--- src/rtl/cpu_pkg.sv ---
`default_nettype none
// ============================================================================
// Module      : cpu_pkg
// Description : Shared CPU types and constants for the fetch front end.
// Revision    : 1.0 - initial release
// ============================================================================
package cpu_pkg;

    localparam int unsigned XLEN     = 64;
    localparam logic [63:0] RESET_PC = 64'h0;

    // Fetch front-end control state
    typedef enum logic [0:0] {
        FETCH = 1'b0,
        FLUSH = 1'b1
    } fetch_state_t;

    // One buffered instruction together with the address it came from
    typedef struct packed {
        logic [XLEN-1:0] pc;
        logic [31:0]     instr;
    } fetch_entry_t;

endpackage
`default_nettype wire

--- src/rtl/sync_fifo.sv ---
`default_nettype none
// ============================================================================
// Module      : sync_fifo
// Description : Single-clock FIFO with registered writes, combinational head,
//               synchronous active-low clear and a synchronous flush input.
// Revision    : 1.0 - initial release
// ============================================================================
module sync_fifo #(
    parameter int unsigned WIDTH = 8,
    parameter int unsigned DEPTH = 2
) (
    input  logic                     clk,
    input  logic                     rst_n,
    input  logic                     i_flush,
    input  logic                     i_push,
    input  logic [WIDTH-1:0]         i_data,
    input  logic                     i_pop,
    output logic [WIDTH-1:0]         o_data,
    output logic                     o_full,
    output logic                     o_empty,
    output logic [$clog2(DEPTH):0]   o_count
);

    localparam int unsigned    AW       = $clog2(DEPTH);
    localparam int unsigned    CW       = AW + 1;
    localparam logic [CW-1:0]  C_DEPTH  = CW'(DEPTH);

    logic [WIDTH-1:0] r_mem [DEPTH];
    logic [AW-1:0]    r_wptr;
    logic [AW-1:0]    r_rptr;
    logic [CW-1:0]    r_count;
    logic             w_do_push;
    logic             w_do_pop;

    // Overflow/underflow requests are silently ignored
    assign w_do_push = i_push && !o_full;
    assign w_do_pop  = i_pop  && !o_empty;

    // Pointer and occupancy bookkeeping; flush behaves like a clear
    always_ff @(posedge clk) begin
        if (!rst_n || i_flush) begin
            r_wptr  <= '0;
            r_rptr  <= '0;
            r_count <= '0;
        end else begin
            if (w_do_push) r_wptr <= r_wptr + AW'(1);
            if (w_do_pop)  r_rptr <= r_rptr + AW'(1);
            case ({w_do_push, w_do_pop})
                2'b10:   r_count <= r_count + CW'(1);
                2'b01:   r_count <= r_count - CW'(1);
                default: r_count <= r_count;
            endcase
        end
    end

    // Storage array; contents are don't-care until written
    always_ff @(posedge clk) begin
        if (w_do_push && rst_n && !i_flush) begin
            r_mem[r_wptr] <= i_data;
        end
    end

    assign o_data  = r_mem[r_rptr];
    assign o_full  = (r_count == C_DEPTH);
    assign o_empty = (r_count == '0);
    assign o_count = r_count;

endmodule
`default_nettype wire

--- src/rtl/fetch_stage.sv ---
`default_nettype none
// ============================================================================
// Module      : fetch_stage
// Description : Instruction-fetch front end. Owns the fetch PC, issues in-order
//               requests to a variable-latency instruction memory, buffers the
//               returned words and hands {pc, instr, pc+4} to decode. Redirects
//               discard buffered entries and drop stale in-flight responses.
// Revision    : 1.0 - initial release
// ============================================================================
module fetch_stage #(
    parameter int unsigned     XLEN     = cpu_pkg::XLEN,
    parameter logic [XLEN-1:0] RESET_PC = cpu_pkg::RESET_PC,
    parameter int unsigned     DEPTH    = 2
) (
    input  logic            clock,
    input  logic            reset,
    output logic            imem_req_valid,
    input  logic            imem_req_ready,
    output logic [XLEN-1:0] imem_req_addr,
    input  logic            imem_rsp_valid,
    input  logic [31:0]     imem_rsp_data,
    input  logic            redirect_valid,
    input  logic [XLEN-1:0] redirect_pc,
    output logic            out_valid,
    input  logic            out_ready,
    output logic [XLEN-1:0] out_pc,
    output logic [31:0]     out_instr,
    output logic [XLEN-1:0] out_pc_plus4,
    output logic            busy
);

    import cpu_pkg::*;

    // The buffered entry type carries a cpu_pkg::XLEN-wide pc, so XLEN is
    // expected to stay at its package default.
    localparam int unsigned   CW      = $clog2(DEPTH) + 1;
    localparam int unsigned   EW      = $bits(fetch_entry_t);
    localparam logic [CW:0]   C_LIMIT = (CW+1)'(DEPTH);

    fetch_state_t    r_state;
    logic [XLEN-1:0] r_fetch_pc;
    logic [CW-1:0]   r_outstanding;
    logic [CW-1:0]   r_stale;

    logic [CW-1:0]   w_ififo_count;
    logic            w_ififo_full;
    logic            w_ififo_empty;
    logic [CW-1:0]   w_pfifo_count;
    logic            w_pfifo_full;
    logic            w_pfifo_empty;
    logic [XLEN-1:0] w_pfifo_head;
    fetch_entry_t    w_push_entry;
    fetch_entry_t    w_head;

    logic            w_credit;
    logic            w_req_fire;
    logic            w_rsp_stale;
    logic            w_rsp_live;
    logic            w_out_fire;
    logic [CW-1:0]   w_stale_dec;
    logic [CW-1:0]   w_out_nxt;
    logic [CW-1:0]   w_stale_nxt;
    logic            w_unused;

    // A slot is reserved per outstanding request so a response always fits
    assign w_credit       = ({1'b0, w_ififo_count} + {1'b0, r_outstanding}) < C_LIMIT;
    assign imem_req_valid = reset && (r_state == FETCH) && w_credit;
    assign imem_req_addr  = r_fetch_pc;
    assign w_req_fire     = imem_req_valid && imem_req_ready;

    // Responses first retire stale requests, then belong to live ones
    assign w_rsp_stale = imem_rsp_valid && (r_stale != '0);
    assign w_rsp_live  = imem_rsp_valid && (r_stale == '0);

    assign w_stale_dec = r_stale - CW'(w_rsp_stale);
    assign w_out_nxt   = r_outstanding + CW'(w_req_fire) - CW'(w_rsp_live);
    // On redirect every live request (including one accepted now) turns stale
    assign w_stale_nxt = redirect_valid ? (w_stale_dec + w_out_nxt) : w_stale_dec;

    assign w_out_fire  = out_valid && out_ready;

    // Address of each accepted request, consumed when its response returns
    sync_fifo #(
        .WIDTH (XLEN),
        .DEPTH (DEPTH)
    ) u_pc_fifo (
        .clk     (clock),
        .rst_n   (reset),
        .i_flush (redirect_valid),
        .i_push  (w_req_fire),
        .i_data  (r_fetch_pc),
        .i_pop   (w_rsp_live),
        .o_data  (w_pfifo_head),
        .o_full  (w_pfifo_full),
        .o_empty (w_pfifo_empty),
        .o_count (w_pfifo_count)
    );

    assign w_push_entry = '{pc: w_pfifo_head, instr: imem_rsp_data};

    // Returned instructions waiting for decode
    sync_fifo #(
        .WIDTH (EW),
        .DEPTH (DEPTH)
    ) u_instr_fifo (
        .clk     (clock),
        .rst_n   (reset),
        .i_flush (redirect_valid),
        .i_push  (w_rsp_live),
        .i_data  (w_push_entry),
        .i_pop   (w_out_fire),
        .o_data  (w_head),
        .o_full  (w_ififo_full),
        .o_empty (w_ififo_empty),
        .o_count (w_ififo_count)
    );

    // Fetch PC, request accounting and FETCH/FLUSH control
    always_ff @(posedge clock) begin
        if (!reset) begin
            r_fetch_pc    <= RESET_PC;
            r_outstanding <= '0;
            r_stale       <= '0;
            r_state       <= FETCH;
        end else begin
            if (redirect_valid) begin
                r_fetch_pc <= {redirect_pc[XLEN-1:2], 2'b00};
            end else if (w_req_fire) begin
                r_fetch_pc <= r_fetch_pc + XLEN'(4);
            end
            r_outstanding <= redirect_valid ? '0 : w_out_nxt;
            r_stale       <= w_stale_nxt;
            r_state       <= (w_stale_nxt != '0) ? FLUSH : FETCH;
        end
    end

    assign out_valid    = reset && !w_ififo_empty;
    assign out_pc       = out_valid ? w_head.pc : '0;
    assign out_instr    = out_valid ? w_head.instr : '0;
    assign out_pc_plus4 = out_valid ? (w_head.pc + XLEN'(4)) : '0;
    assign busy         = reset && ((r_outstanding != '0) || (r_state == FLUSH));

    // Status outputs of the FIFOs that the credit scheme makes redundant
    assign w_unused = ^{w_pfifo_full, w_pfifo_empty, w_pfifo_count, w_ififo_full};

endmodule
`default_nettype wire
--- config.mk ---
export PLATFORM = sky130hd
export DESIGN_NAME = fetch_stage
export DESIGN_NICKNAME = d
export VERILOG_FILES = /design/src/rtl/cpu_pkg.sv /design/src/rtl/sync_fifo.sv /design/src/rtl/fetch_stage.sv
export SDC_FILE = /design/constraint.sdc
export NUM_CORES = 1
export LEC_CHECK = 0
export CORE_MARGIN = 1
export CORE_UTILIZATION = 48
export CTS_CLUSTER_SIZE = 24
export DETAILED_ROUTE_END_ITERATION = 16
export HOLD_SLACK_MARGIN = 0.05
export PLACE_DENSITY = 0.77
export SLEW_MARGIN = 0
export SYNTH_ARGS = -nofsm -noshare
export SYNTH_HDL_FRONTEND = slang
export SYNTH_HIERARCHICAL = 1
export SYNTH_SLANG_ARGS = --single-unit
--- constraint.sdc ---
create_clock -name clock -period 10.2 [get_ports clock]
set_input_delay 2.55 -clock clock [delete_from_list [all_inputs] [get_ports clock]]
set_output_delay 2.55 -clock clock [all_outputs]
set_load 0.01 [all_outputs]
==> Yosys cells after proc, flatten, opt, wreduce, memory -nomap -nowiden <==
Memory sizes are Yosys's and may differ from the RTL's. A register that Yosys moved wholly into a read port is not among the register bits.
Cells that the tools add are included.
{ "totals": {"regBits": 77, "mem_bits_rw": 320, "inputBits": 102, "out_inout_bits": 227, "n_memories": 2} }
{ "op_classes": {"addsub": 15, "order_cmp": 1, "eq_ne": 6, "n_mux": 17, "n_bitwise": 2, "reduce_logical": 34} }
{ "memory_table": {"columns": ["name", "depth", "word_bits", "read_ports", "rd_clocked_by_memory_dff", "write_ports", "line", "rtl"], "rows": [
  ["u_instr_fifo.r_mem", 2, 96, 1, 1, 1, "sync_fifo.sv:28", "logic [WIDTH-1:0] r_mem [DEPTH];"],
  ["u_pc_fifo.r_mem", 2, 64, 1, 1, 1, "sync_fifo.sv:28", null]
]} }
{ "ops": {"columns": ["operator", "n"], "rows": [
  ["2-to-1 mux 64 bit", 4],
  ["adder 64 x 3 -> 64 bit, second input constant", 2],
  ["2-to-1 mux 32 bit", 1],
  ["logical AND 1 bit", 16],
  ["nonzero test 2 bit", 6],
  ["2-to-1 mux 1 bit", 9],
  ["equality test 2 bit, second input constant", 4],
  ["one-hot mux 2 bit (2 select lines)", 2],
  ["logical NOT 1 bit", 6],
  ["logical NOT 2 bit", 3],
  ["adder 1 bit, second input constant", 4],
  ["adder 2 x 1 -> 2 bit, second input constant", 2],
  ["equality test 2 x 1 -> 1 bit, second input constant", 2],
  ["subtractor 2 x 1 -> 2 bit", 2],
  ["subtractor 2 x 1 -> 2 bit, second input constant", 2],
  ["adder 2 x 2 -> 3 bit", 1],
  ["< comparator 3 x 2 -> 1 bit, second input constant", 1],
  ["adder 2 x 1 -> 2 bit", 1],
  ["adder 2 bit", 1],
  ["logical OR 1 bit", 2],
  ["2-to-1 mux 2 bit", 1],
  ["inverter 1 bit", 2],
  ["OR reduction 2 bit", 1]
]} }

==> Depth between registers and ports, before layout <==
Gate-level depths: netlist of run 1.
{ "depth": {"depth_word": 10, "mapped_depth": 13, "depth_no_buf": 13} }

==> Cells and area by module <==
Netlist of run 1, hierarchy kept.
{ "modules_own_cells": {"columns": ["module", "instances", "cells_each", "area_per_inst_um2", "seq_area_each_um2"], "rows": [
  ["sync_fifo (u_instr_fifo)", 1, 326, 7161.9, 5865.6],
  ["fetch_stage", 1, 886, 6119.6, 1341.3],
  ["sync_fifo (u_pc_fifo)", 1, 226, 4828.4, 3943.8]
]} }

==> Least setup slack after synthesis of run 1 <==
Ideal clock, no wire load.
{ "synth_path": {"path_kind": "input-to-reg", "startpoint": "input port imem_rsp_valid", "endpoint": "memory u_instr_fifo/r_mem[0][0] (netlist bit), enable pin", "setup_time_ns": 0.668, "arrival_time_ns": 9.599, "t_required_ns": 9.532, "setup_slack_ns": -0.067, "cell_stages": 3, "cell_sequence": "nor3b_1 nand2_1 nor3_1"} }
{ "synth_between": {"elab_chain_len": 6} }
{ "synth_lines": {"columns": ["element", "line", "rtl"], "rows": [
  ["start: declaration", "fetch_stage.sv:20", "input logic imem_rsp_valid,"],
  ["logical AND 1 bit", "fetch_stage.sv:73", "assign w_rsp_live = imem_rsp_valid && (r_stale == '0);"],
  ["logical AND 1 bit", "sync_fifo.sv:36", "assign w_do_push = i_push && !o_full;"],
  ["logical AND 1 bit (2 in series)", "sync_fifo.sv:58", "if (w_do_push && rst_n && !i_flush) begin"],
  ["2-to-1 mux 1 bit", "sync_fifo.sv:58", null],
  ["2-to-1 mux 1 bit (implied by the code)", "sync_fifo.sv:59", "r_mem[r_wptr] <= i_data;"],
  ["end: declaration", "sync_fifo.sv:28", null]
]} }
No other way between the ends.

==> Final worst setup path of run 1 <==
{ "layout_path": {"startpoint": "input port reset", "endpoint": "output port out_instr[17]"} }
{ "layout_between": {"elab_chain_len": 2} }
{ "layout_lines": {"columns": ["element", "line", "rtl"], "rows": [
  ["start: declaration", "fetch_stage.sv:16", "input logic reset,"],
  ["logical AND 1 bit", "fetch_stage.sv:137", "assign out_valid = reset && !w_ififo_empty;"],
  ["2-to-1 mux 32 bit", "fetch_stage.sv:139", "assign out_instr = out_valid ? w_head.instr : '0;"],
  ["end: declaration", "fetch_stage.sv:27", "output logic [31:0] out_instr,"]
]} }
No other way between the ends.

==> summary.md, run 1 <==
| Metric | Value |
|---|---|
| Count of final hold-check violations | 0 |
| MaxCap Viol Count | 0 |
| Worst slew margin relative to its limit | 30.2% |
| Number of sinks on the clock net | 397 |
| Half-perimeter wire length after detailed placement | ~33000 um |
| Total global-route track usage | 23.9% |
| Worst min-delay path class | register to register |
| DRC violation total after the first TritonRoute iteration | 935 |
| R2R depth | 7 |
| Area of the die | 38500 um^2 |
| Stages on the worst setup path | 6 |
| Endpoint type of the worst setup path | output pin |
| Final count of pins violating max slew | 0 |
| Core Area | 36900 um^2 |
| Initial antenna violation count | 0 |
| Global-route wire length before repair | 70700 um |
| Io pins | about 330 |
| Root buffer cell | sky130_fd_sc_hd__clkbuf_16 |
| Worst IR Drop VDD | 98.8 uV |
| Leading cell type in the layout, fill and taps excluded | sky130_fd_sc_hd__clkdlybuf4s50_1 |
| Total clock buffers created by CTS | 42 |
| CP Class | input port to output pin |
| Synthesized area per cell | 12.6 um^2 |
| Unrepaired setup endpoints after global routing | false |
| Source-to-sink clock delay at the later pin of the worst-skew pair | 0.54 ns |
| Net switching power | 0.000895 W |
| Critical path required time | 7.65 ns |
| Netlist area before placement | 18100 um^2 |
| Comb pwr share | 11.6% |
| Power per unit of standard cell area | 167 nW/um^2 |
| Critical path's most frequent cell | sky130_fd_sc_hd__clkdlybuf4s50_1 |
| Sequence of cells on the critical path | clkdlybuf4s50_1 -> or2b_2 -> inv_2 -> buf_4 -> and2_1 -> clkdlybuf4s50_1 |
| Fraction of power consumed by sequential logic | between 40% and 50% |
| Worst EP arrival | around 5.4 ns |
| GRT overflow | 0 |
| Clock network fraction of design power | 39.5% |
| Slowest library cell on the worst path | sky130_fd_sc_hd__inv_2 |
| Total DRC errors in the routed layout | 0 |
| Post-synthesis cell count | 1435 |
| Post-DR vias/cell | about 5.7 |
| Final-layout setup total negative slack | 0 ns |
| Number of stages on the worst hold path | 2 |
| Placement row count | 70 |
| Count of synthesis-stage warnings from yosys | 6 |
| Hold_buf cts | 0 |
| Number of buffer and inverter stages on the critical path | 4 |
| Upper clock frequency limit | 0.125 GHz |
| Routed via count | 12900 |
| Drt pass-1 iters | 6 |
| Critical Path Max Stage Delay | roughly 0.67 ns |
| Post-route cell area | 23100 um^2 |
| Tcrit/Tclk final | 78.2% |
| Run status | finished clean |
| CP Launch Type | input port |
| Initial Util | 49.1% |
| Number of gates resized after cts | 0 |
| Switching power share of the total | a little under a quarter |
| Int Power | 0.00296 W |
| Actual slew at the worst max-slew pin | 1.05 ns |
| Post-CTS clock slew at the launch and capture registers of the worst setup and hold paths | 0.06 ns |
| Final setup violation count | 0 |
| Horizontal extent of the die | just under 200 um |
| Standard cell area after detailed placement | 21700 um^2 |
| Leading cell types in the layout, fill and taps excluded | sky130_fd_sc_hd__clkdlybuf4s50_1 (324), sky130_fd_sc_hd__edfxtp_1 (320), sky130_fd_sc_hd__mux2_2 (160) |
| Buffers from clock root to sink, at most | 3 |
| Maximum fanout along the worst path | 57 |
| LEAKAGE | 7.38 nW |
| Clock Skews | roughly 0.027 ns |
| Share of layout cells above drive strength 1 | around 14% |
| Setup Buffers After CTS | 0 |
| CTS tree | built |
| Maximum level of the CTS H-tree | 2 |
| Count of input and output buffers | 324 |
| Nets | ~1900 |
| Via count of the first global-routing pass | 12400 |
| Final Critical Period | ~8.0 ns |
| Vertical die dimension | 196 um |
| Routed wire per std cell | 20.6 um |
| Total Routed Length | approximately 47000 um |
| Cell family with the largest share of critical-path delay | buffers and inverters |
| Final estimated routing congestion in global placement | 0.899 |
| Count of inserted antenna diode cells | 0 |
| Final ANT Viol Nets | 0 |
| Largest net degree at the start of global routing | 116 |
| P&R area growth vs syn | 27.7% |
[power by group through the flow]
stage	Sequential, W	Clock [W]	Combinational, W
3_5_place_dp	0.00192	0	0.000447
5_1_grt	0.00189	0.00161	0.000488
2_1_floorplan	0.00191	0	0.000234
4_1_cts	0.00188	0.00155	0.000451
6_report	0.00188	0.00152	0.000448
3_3_place_gp	0.00191	0	0.000440
[worst register-to-register path: cells and delay by family, from the launching register on]
family / cells / cell delay, ns
compound gates: 1 / 0.18
simple gates: 5 / 2.79
flops: 1 / 0.44
fa+ha+maj: 1 / 0.41
[metal layers]
layer | up-vias | track usage, % | wire length [um]
met5 | - | 0 | 0
met4 | 0 | 7.64 | 1320
met3 | 89 | 4.09 | 3250
met2 | 535 | 38.7 | 21700
met1 | 6235 | 32.8 | 20600
li1 | 6006 | - | -
[flip-flops by register name (all words and copies together) (netlist names), named ones only]
name / cells
r_state: 1
u_pc_fifo/r_wptr: 1
u_instr_fifo/r_mem: 192
r_outstanding: 2
u_pc_fifo/o_count: 2
u_instr_fifo/r_wptr: 1
u_instr_fifo/r_rptr: 1
r_stale: 2
imem_req_addr: 62
u_pc_fifo/r_rptr: 1
u_instr_fifo/o_count: 2
u_pc_fifo/r_mem: 128
[area by class of cell]
| type | instances | area [um^2] |
|---|---|---|
| clock buffer | 53 | 1130 |
| clock inverter | 22 | 244 |
| tap | 504 | 631 |
| multi-input combinational | 928 | 6480 |
| inverter | 33 | 124 |
| fill | 2828 | 13800 |
| sequential | 397 | 11200 |
| timing repair buffer | 339 | 3360 |
[per-stage QoR]
stage / setup slack [ns] / util (%) / power, W / instances / hold WS (ns)
floorplan: -0.0669 / - / 0.00215 / 1440 / 0.472
CTS: 2.18 / 62.7 / 0.00388 / 2276 / 0.503
detailed placement: 2.19 / 59.0 / 0.00236 / 2201 / 0.493
global placement: 2.27 / 59.0 / 0.00235 / 2201 / 0.482
finish: 2.23 / 62.7 / 0.00386 / 2276 / 0.506
global route: 1.99 / 62.7 / 0.00399 / 2276 / 0.539
[path summary, 6_finish.rpt]
check / from / endpoint / slack (ns)
max: reset / out_instr[17] / 2.23
min: u_pc_fifo/o_count[1] / u_pc_fifo/o_count[1] / 0.51
max reg2reg: u_instr_fifo/o_count[0] / imem_req_addr[61] / 6.30
min reg2reg: u_pc_fifo/o_count[1] / u_pc_fifo/o_count[1] / 0.51
Power figures use the tool's default switching activity.
==> run 2: changes to the inputs <==
==> constraint.sdc (replaced) <==
create_clock -name clock -period 7.2 [get_ports clock]
set_input_delay 1.8 -clock clock [delete_from_list [all_inputs] [get_ports clock]]
set_output_delay 1.8 -clock clock [all_outputs]
set_load 0.01 [all_outputs]
==> run 2 against run 1 <==
Effect of this change: sequential power grew 42%; flip-flop and latch count did not move; worst setup slack worse by 1.5 ns; critical path type is now register to output pin; highest routed layer unchanged.
==> summary.md, run 2 (synthesis gave the netlist of run 1 again) <==
| Metric | Value |
|---|---|
| Run status | finished clean (unchanged) |
| Global Route met3 Usage | 3.87% (was 4.09%) |
| Initial antenna violation count | 0 (unchanged) |
| Critical Path Max Stage Delay | 0.77 ns (was 0.67 ns) |
| Final estimated routing congestion in global placement | 0.907 (was 0.899) |
| Count of inserted antenna diode cells | 0 (unchanged) |
| Maximum fanout along the worst path | 45 (was 57) |
| Root buffer cell | sky130_fd_sc_hd__clkbuf_16 (unchanged) |
| Tcrit/Tclk final | around 90% |
| Routed wire per std cell | 20.5 um (was 20.6 um) |
| Total Routed Length | 46600 um (was 46900 um) |
| LEAKAGE | 7.39 nW (was 7.38 nW) |
| Initial Util | 49.1% (unchanged) |
| CTS tree | built (unchanged) |
| Worst EP arrival | 4.69 ns (was 5.42 ns) |
| Net switching power | 0.00127 W (was 0.000895 W) |
| M1 GR Usage | 34.5% (was 32.8%) |
| Routed via count | 12900 (about the same) |
| Total global-route track usage | 24.0% (was 23.9%) |
| Post-route cell area | 23200 um^2 (was 23100 um^2) |
| Core Area | 36900 um^2 (unchanged) |
| Worst setup slack for register-to-register paths | 3.29 ns (was 6.30 ns) |
| Setup Buffers After CTS | 0 (unchanged) |
| Leading cell types in the layout, fill and taps excluded | sky130_fd_sc_hd__clkdlybuf4s50_1 (324), sky130_fd_sc_hd__edfxtp_1 (320), sky130_fd_sc_hd__mux2_2 (160) (unchanged) |
| Count of final hold-check violations | 0 (unchanged) |
| Horizontal extent of the die | 196 um (unchanged) |
| Final setup violation count | 0 (unchanged) |
| MaxCap Viol Count | 0 (unchanged) |
| R2R depth | 7 (unchanged) |
| Endpoint type of the worst setup path | output pin (unchanged) |
| Critical path required time | 5.40 ns (was 7.65 ns) |
| Count of input and output buffers | 324 (unchanged) |
| Source-to-sink clock delay at the later pin of the worst-skew pair | 0.53 ns (was 0.54 ns) |
| CP Capture Point | out_pc_plus4[63] (was out_instr[17]) |
| Final count of pins violating max slew | 0 (unchanged) |
| Leading cell type in the layout, fill and taps excluded | sky130_fd_sc_hd__clkdlybuf4s50_1 (unchanged) |
| Buffers from clock root to sink, at most | 3 (unchanged) |
| FF+latch area | 11200 um^2 (unchanged) |
| Comb pwr share | 11.9% (was 11.6%) |
| Number of flip-flops under the largest register name | 192 (unchanged) |
| Standard cell area after detailed placement | 21800 um^2 (was 21700 um^2) |
| Number of sinks on the clock net | 397 (unchanged) |
| Total clock buffers created by CTS | 42 (unchanged) |
| Final ANT Viol Nets | 0 (unchanged) |
| Maximum level of the CTS H-tree | 2 (unchanged) |
| Via count of the first global-routing pass | 12500 (was 12400) |
| Worst hold margin | 0.516 ns (was 0.506 ns) |
| GRT overflow | 0 (unchanged) |
| Vertical die dimension | 196 um (unchanged) |
| Half-perimeter wire length after detailed placement | 31900 um (was 32600 um) |
| Clock network fraction of design power | 39.1% (was 39.5%) |
| Reg-to-Reg End | imem_req_addr[59] (was imem_req_addr[61]) |
| Placement row count | 70 (unchanged) |
| Io pins | 329 (unchanged) |
| Switching power share of the total | 23.4% (was 23.2%) |
| Sequence of cells on the critical path | buf_4 -> mux2_2 -> nand4_1 -> nor3_1 -> nand4_1 -> or4_1 -> nand2_1 -> clkdlybuf4s50_1 (was clkdlybuf4s50_1 -> or2b_2 -> inv_2 -> buf_4 -> and2_1 -> clkdlybuf4s50_1) |
| Core utilization of the finished layout | 62.8% (was 62.7%) |
| Upper clock frequency limit | 0.154 GHz |
| DRC violation total after the first TritonRoute iteration | 851 (was 935) |
| Critical R2R Launch | u_instr_fifo/o_count[0] (unchanged) |
| Clock Skews | 0.0115 ns (was 0.0272 ns) |
| Area of the die | 38500 um^2 (unchanged) |
| Critical path's most frequent cell | sky130_fd_sc_hd__nand4_1 (was sky130_fd_sc_hd__clkdlybuf4s50_1) |
| Worst slew margin relative to its limit | 35.7% (was 30.2%) |
| Peak-usage layer in the global routing report | met2 (unchanged) |
| P&R area growth vs syn | 28.0% (was 27.7%) |
| Unrepaired setup endpoints after global routing | false (unchanged) |
| CP Launch Type | register (was input port) |
| Slowest library cell on the worst path | sky130_fd_sc_hd__dfxtp_4 (was sky130_fd_sc_hd__inv_2) |
| Largest net degree at the start of global routing | 97 (was 116) |
| Hold_buf cts | 0 (unchanged) |
| Power consumption | 0.00544 W (was 0.00386 W) |
| Number of gates resized after cts | 0 (unchanged) |
| Int Power | 0.00416 W (was 0.00296 W) |
| Actual slew at the worst max-slew pin | 0.962 ns (was 1.05 ns) |
| Share of layout cells above drive strength 1 | 14.1% (was 14.2%) |
| CP Class | register to output pin (was input port to output pin) |
| Post-DR vias/cell | 5.64 (was 5.65) |
| Post-CTS clock slew at the launch and capture registers of the worst setup and hold paths | 0.06 ns (about the same) |
| Fraction of power consumed by sequential logic | 49.1% (was 48.9%) |
| Power per unit of standard cell area | 235 nW/um^2 (was 167 nW/um^2) |
| Total DRC errors in the routed layout | 0 (unchanged) |
| Worst min-delay path class | register to register (unchanged) |
| Number of fillers in the final layout | 2776 (was 2828) |
| Global-route wire length before repair | 71400 um (was 70700 um) |
| Worst IR Drop VDD | 145 uV (was 98.8 uV) |
| Drt pass-1 iters | 5 (was 6) |
| Total area of multi-input combinational cells | 6490 um^2 (was 6480 um^2) |
| Final Critical Period | 6.49 ns |
| Nets | 1854 (was 1852) |
| Global-route track usage on met2 | 37.4% (was 38.7%) |
| Register name with the most flops | u_instr_fifo/r_mem (unchanged) |
run 2: layout make-up:
class / instances / area share [%]
Sequential cell: 397 / 48.2
Clock inverter: 21 / 0.934
Inverter: 33 / 0.535
Timing Repair Buffer: 341 / 14.7
Tap cell: 504 / 2.72
Multi-Input combinational cell: 928 / 28.0
Clock buffer: 55 / 4.93
run 2: layer usage:
| layer | vias to the layer above | part of all wire [%] |
|---|---|---|
| met2 | 501 | 45 |
| met3 | 70 | 6.4 |
| met1 | 6268 | 46 |
| li1 | 6017 | - |
| met4 | 0 | 2.5 |
| met5 | - | 0 |
run 2: critical path, delay by kind of cell, from the launching register on:
kind          cells  cell delay [ns]
simple gates      5             1.97
buf+inv           2             1.06
flops             1             0.77
mux               1             0.32
run 2: stage by stage:
step / setup TNS [ns] / setup slack, ns / cells
final: 0 / 0.712 / 2279
after global placement: 0 / 1.06 / 2203
after CTS: 0 / 0.682 / 2279
after floorplan: -444.85 / -2.32 / 1440
after detailed placement: 0 / 1.04 / 2203
after global routing: 0 / 0.327 / 2279
run 2: worst min path at each step:
| stage | cells past startpoint | slack [ns] | to | startpoint |
|---|---|---|---|---|
| 6_report | 0 | 0.52 | u_pc_fifo/r_mem[0][63] | imem_req_addr[63] |
| 5_1_grt | 0 | 0.53 | u_pc_fifo/r_mem[0][63] | imem_req_addr[63] |
| 4_1_cts | 2 | 0.52 | u_pc_fifo/o_count[1] | u_pc_fifo/o_count[1] |
| 3_5_place_dp | 2 | 0.50 | u_pc_fifo/o_count[1] | u_pc_fifo/o_count[1] |
| 3_3_place_gp | 2 | 0.48 | u_pc_fifo/o_count[1] | u_pc_fifo/o_count[1] |
| 2_1_floorplan | 2 | 0.47 | u_pc_fifo/o_count[1] | u_pc_fifo/o_count[1] |
run 2: power groups by stage:
stage	clock (W)	sequential (W)	combinational, W
2_1_floorplan	0	0.00271	0.000333
3_3_place_gp	0	0.00271	0.000628
3_5_place_dp	0	0.00271	0.000641
4_1_cts	0.00216	0.00267	0.000647
5_1_grt	0.00225	0.00268	0.000701
6_report	0.00213	0.00267	0.000645
